<file path="config.mk">
export PLATFORM = sky130hd
export DESIGN_NAME = meta_sync_filter
export DESIGN_NICKNAME = d
export VERILOG_FILES = /design/src/rtl/meta_sync_pkg.sv /design/src/rtl/meta_sync_filter_ch.sv /design/src/rtl/meta_sync_filter.sv
export SDC_FILE = /design/constraint.sdc
export NUM_CORES = 1
export LEC_CHECK = 0
export ABC_AREA = 1
export BUFFER_PORTS_ARGS = -buffer_cell sky130_fd_sc_hd__buf_4
export CAP_MARGIN = 20
export CORE_AREA = 2 2 39 41
export DETAILED_ROUTE_END_ITERATION = 8
export DIE_AREA = 0 0 41 43
export MAX_ROUTING_LAYER = met4
export PLACE_DENSITY = 0.38
export SYNTH_ARGS = -nofsm -noshare
export SYNTH_HDL_FRONTEND = slang
export SYNTH_SLANG_ARGS = --single-unit
</file>
<file path="constraint.sdc">
create_clock -name i_clk -period 2.2 [get_ports i_clk]
set_clock_uncertainty 0.15 [all_clocks]
set_input_delay 0 -clock i_clk [delete_from_list [all_inputs] [get_ports i_clk]]
set_output_delay 0 -clock i_clk [all_outputs]
set_load 0.02 [all_outputs]
</file>
<file path="src/rtl/meta_sync_pkg.sv">
// Shared types and helpers for the metastability synchroniser and debounce filter.
// Holds the per-channel filter state encoding and the qualify-counter sizing rule.
package meta_sync_pkg;

  typedef enum logic {
    STABLE  = 1'b0,
    QUALIFY = 1'b1
  } filt_state_t;

  // Sized so that the counter can hold FILT_CYCLES without wrapping.
  function automatic int cnt_width(input int filt_cycles);
    return $clog2(filt_cycles + 1);
  endfunction

endpackage

</file>
<file path="src/rtl/meta_sync_filter_ch.sv">
// One bit line: plain flop synchroniser chain, persistence filter and registered edge pulses.
// The filter only accepts a new level after it has been seen for FILT_CYCLES consecutive cycles.
module meta_sync_filter_ch
  import meta_sync_pkg::*;
#(
  parameter int   N_STAGE     = 2,
  parameter int   FILT_CYCLES = 4,
  parameter logic RST_VAL     = 1'b0
) (
  input  logic i_clk,
  input  logic i_rst,
  input  logic i_async,
  output logic o_sync,
  output logic o_rise,
  output logic o_fall
);

  localparam int               CNT_W    = cnt_width(FILT_CYCLES);
  localparam logic [CNT_W-1:0] CNT_LAST = CNT_W'(FILT_CYCLES - 1);

  logic [N_STAGE-1:0] sync_q;
  logic               sync_s;
  filt_state_t        state_q;
  filt_state_t        state_d;
  logic [CNT_W-1:0]   cnt_q;
  logic [CNT_W-1:0]   cnt_d;
  logic               level_d;

  assign sync_s = sync_q[N_STAGE-1];

  always_ff @(posedge i_clk) begin
    if (i_rst) begin
      sync_q  <= {N_STAGE{RST_VAL}};
      state_q <= STABLE;
      cnt_q   <= '0;
      o_sync  <= RST_VAL;
      o_rise  <= 1'b0;
      o_fall  <= 1'b0;
    end else begin
      sync_q  <= {sync_q[N_STAGE-2:0], i_async};
      state_q <= state_d;
      cnt_q   <= cnt_d;
      o_sync  <= level_d;
      o_rise  <= level_d & ~o_sync;
      o_fall  <= ~level_d & o_sync;
    end
  end

  // cnt_q counts mismatch cycles already seen; the edge that would complete
  // FILT_CYCLES of them commits the new level instead of counting further.
  always_comb begin
    state_d = state_q;
    cnt_d   = cnt_q;
    level_d = o_sync;
    case (state_q)
      STABLE: begin
        cnt_d = '0;
        if (sync_s != o_sync) begin
          if (FILT_CYCLES == 1) begin
            level_d = sync_s;
          end else begin
            state_d = QUALIFY;
            cnt_d   = CNT_W'(1);
          end
        end
      end
      QUALIFY: begin
        if (sync_s == o_sync) begin
          state_d = STABLE;
          cnt_d   = '0;
        end else if (cnt_q < CNT_LAST) begin
          cnt_d = cnt_q + CNT_W'(1);
        end else begin
          level_d = sync_s;
          state_d = STABLE;
          cnt_d   = '0;
        end
      end
      default: begin
        state_d = STABLE;
        cnt_d   = '0;
      end
    endcase
  end

endmodule

</file>
<file path="src/rtl/meta_sync_filter.sv">
// Multi-channel synchroniser/debouncer: N_WIDTH fully independent copies of the channel block.
// Illegal parameter values are rejected at elaboration time.
module meta_sync_filter
  import meta_sync_pkg::*;
#(
  parameter int                 N_STAGE     = 2,
  parameter int                 N_WIDTH     = 1,
  parameter int                 FILT_CYCLES = 4,
  parameter logic [N_WIDTH-1:0] RST_VAL     = '0
) (
  input  logic               i_clk,
  input  logic               i_rst,
  input  logic [N_WIDTH-1:0] i_async,
  output logic [N_WIDTH-1:0] o_sync,
  output logic [N_WIDTH-1:0] o_rise,
  output logic [N_WIDTH-1:0] o_fall
);

  if (N_STAGE < 2) begin : g_bad_stage
    $error("meta_sync_filter: N_STAGE must be at least 2");
  end

  if (FILT_CYCLES < 1) begin : g_bad_filt
    $error("meta_sync_filter: FILT_CYCLES must be at least 1");
  end

  for (genvar g = 0; g < N_WIDTH; g++) begin : g_ch
    meta_sync_filter_ch #(
      .N_STAGE    (N_STAGE),
      .FILT_CYCLES(FILT_CYCLES),
      .RST_VAL    (RST_VAL[g])
    ) u_ch (
      .i_clk  (i_clk),
      .i_rst  (i_rst),
      .i_async(i_async[g]),
      .o_sync (o_sync[g]),
      .o_rise (o_rise[g]),
      .o_fall (o_fall[g])
    );
  end

endmodule
</file>
==> flow_metrics.tcl <==
set metrics [dict create \
    port_buffers 5 \
    final_common_cell "nor2_1" \
    p_leak_nw 0.192 \
    cts_tree "built" \
    cts_buffers 3 \
    crit_path_end_kind "flip-flop" \
    wl_per_cell_um 7.82 \
    hpwl_um 422 \
    grt_pass1_wl_um 924 \
    seq_area_um2 180 \
    crit_chain "dlygate4sd3_1 -> buf_4 -> inv_1 -> nand2_1 -> nor2_2 -> nand2_1 -> nor2_1" \
    setup_viol_count_final 0 \
    area_growth_pct 31.2 \
    grt-ovfl-total 0 \
    power_density_mw_per_mm2 701 \
    die_x_um 41 \
    fmax_mhz 936 \
    p_seq_share_pct 54.7 \
    fp.dieArea_mm2 0.00176 \
    slew_viol_final 0 \
    synth_area_per_cell_um2 7.40 \
    worst_pin_slew_ns 0.167 \
    wl_um 563 \
    cts_htree_levels 1 \
    final_cell_mix "nor2_1 (13), inv_1 (10), dfxtp_1 (9), nand2_1 (7), buf_4 (5)" \
    multi_input_area_um2 115 \
    clk_latency_ns 0.25 \
    outcome "completed" \
    diodes 0 \
    cts_max_path_buffers 2 \
    arrival_ns 1.11 \
    p_comb_share_pct 4.1 \
    grt_pass1_vias 227 \
    hold_violations 0 \
    placedInstanceArea_um2 390 \
    synthesis.nets 49 \
    vias 282 \
    max_stage_delay_ns 0.54 \
    min_period_ns 1.07 \
    drt_iter0_drc 0 \
    cp.required_ns 2.25 \
    r2r_slack_ns 1.20 \
    total_power_mw 0.306 \
    hold_path.class "reg2reg" \
    nFillCells 164 \
    hold_ws_ns 0.261 \
    layout-drive-gt1-share_pct 16.1 \
    antenna_left 0 \
    yosys_warnings 0 \
    p_sw_share_pct 20.8 \
    nets 61 \
    fin_area_um2 437 \
    drv_cap 0 \
    gp_congestion 0.688 \
    clock_sinks 9 \
    yosysSeqAreaShare_pct 54.1 \
    crit_fanout 4 \
    grt_max_degree 7 \
    ir_drop_v 0.000221 \
    dr.pass1.iters 1 \
    die_h_um 43 \
    path_buf_inv 3 \
    synth.distinct_cells 9 \
    cts-root-buf "clkbuf_4" \
    synth_seq_cells 9 \
    start_util_pct 24.1 \
    via_per_inst 3.92 \
    clkTransAtPathRegs_ns 0.06 \
    core-area_mm2 0.00138 \
    worstSetupPathType "in2reg" \
    synth_area_um2 333 \
    crit_top_cell "nand2_1" \
    setup_tns_ns 0 \
    postCtsSetupRepairBufs 0 \
    power.internal_mw 0.242 \
    slowest_stage "dlygate4sd3_1" \
    slew-limit-headroom_pct 88.9 \
    antenna_found_initial 0 \
    num_io_pins 6 \
    critical_path.top_delay_family "buffers and inverters" \
    rsz0062_at_grt "false" \
    pwr-share-clk_pct 41.2 \
    synthCells 45 \
    cts.repair.resized 0 \
    num_rows 14 \
    timing.final.crit_share_pct 48.6 \
    startpoint_type "input port" \
    gr-usage-all-layers_pct 8.56 \
    p_sw_mw 0.0637 \
    drc 0 \
]
-- per-stage QoR --
step	util, %	cells	worst slack, ns
global placement	28.2	66	1.20
detailed placement	28.2	66	1.20
global route	31.6	72	1.01
floorplan	-	45	1.16
finish	31.6	72	1.13
CTS	31.6	72	1.13
-- synth_stat cells --
master | number | area, um2
nor2_1 | 13 | 48.8
inv_1 | 10 | 37.5
dfxtp_1 | 9 | 180
nand2_1 | 7 | 26.3
a21oi_1 | 2 | 10.0
ha_1 | 1 | 12.5
nand3_1 | 1 | 5.00
nand4_1 | 1 | 6.26
nor2_2 | 1 | 6.26
-- final cells by class --
type / instances / area share, %
sequential: 9 / 41.3
multi-input combinational: 26 / 26.4
timing repair buffer: 7 / 13.2
inverter: 10 / 8.60
clock buffer: 4 / 6.02
tap: 16 / 4.58
-- final timing paths --
path	from	to	cells after the start
min	g_ch[0].u_ch.sync_q[0]$_SDFF_PP0_	g_ch[0].u_ch.sync_q[1]$_SDFF_PP0_	2
max	i_rst	g_ch[0].u_ch.cnt_q[2]$_SDFF_PP0_	7
min reg2reg	g_ch[0].u_ch.sync_q[0]$_SDFF_PP0_	g_ch[0].u_ch.sync_q[1]$_SDFF_PP0_	2
max reg2reg	g_ch[0].u_ch.cnt_q[0]$_SDFF_PP0_	g_ch[0].u_ch.o_sync$_SDFF_PP0_	5
-- power by group through the flow --
| stage | clock, mW | sequential [mW] | combinational [mW] |
|---|---|---|---|
| after global placement | 0 | 0.171 | 0.0100 |
| final | 0.126 | 0.167 | 0.0127 |
| after floorplan | 0 | 0.171 | 0.00565 |
| after CTS | 0.133 | 0.167 | 0.0129 |
| after global routing | 0.141 | 0.168 | 0.0147 |
| after detailed placement | 0 | 0.171 | 0.00995 |
-- kinds of logic (layout without fill, tap and decap cells) --
logic type | Yosys count | in the layout | synth area share (%)
simple gates | 23 | 23 | 27.8
buf+inv | 10 | 21 | 11.3
flops | 9 | 9 | 54.1
compound gates | 2 | 2 | 3.01
fa+ha+maj | 1 | 1 | 3.76
-- sequential cells by signal (all words and copies together) (netlist names) --
register and flops:
g_ch.u_ch.o_sync 1, g_ch.u_ch.o_fall 1, g_ch.u_ch.state_q 1, g_ch.u_ch.sync_q 2, g_ch.u_ch.o_rise 1, g_ch.u_ch.cnt_q 3
-- routing by layer --
metal	wire length, um	part of all wire (%)	global-route usage [%]	up-vias
met1	236	42	8.74	120
met2	286	51	11.9	5
met3	27	4.8	6.28	2
met4	13	2.3	4.00	0
li1	-	-	-	155
met5	0	0	-	-
-- timing repair --
action	4_1_cts	5_1_grt
setup endpoints to repair	0	0
hold buffers	2	0
endpoints found under the hold margin	5	0
-- worst reg2reg max path, cell delays in order (launching register included) --
cell     delay, ns
dfxtp_1       0.35
nand2_1       0.07
nand2_1       0.11
nand3_1       0.10
nand2_1       0.07
nor2_1        0.04
Note: power is estimated with default switching activity, not from simulation.
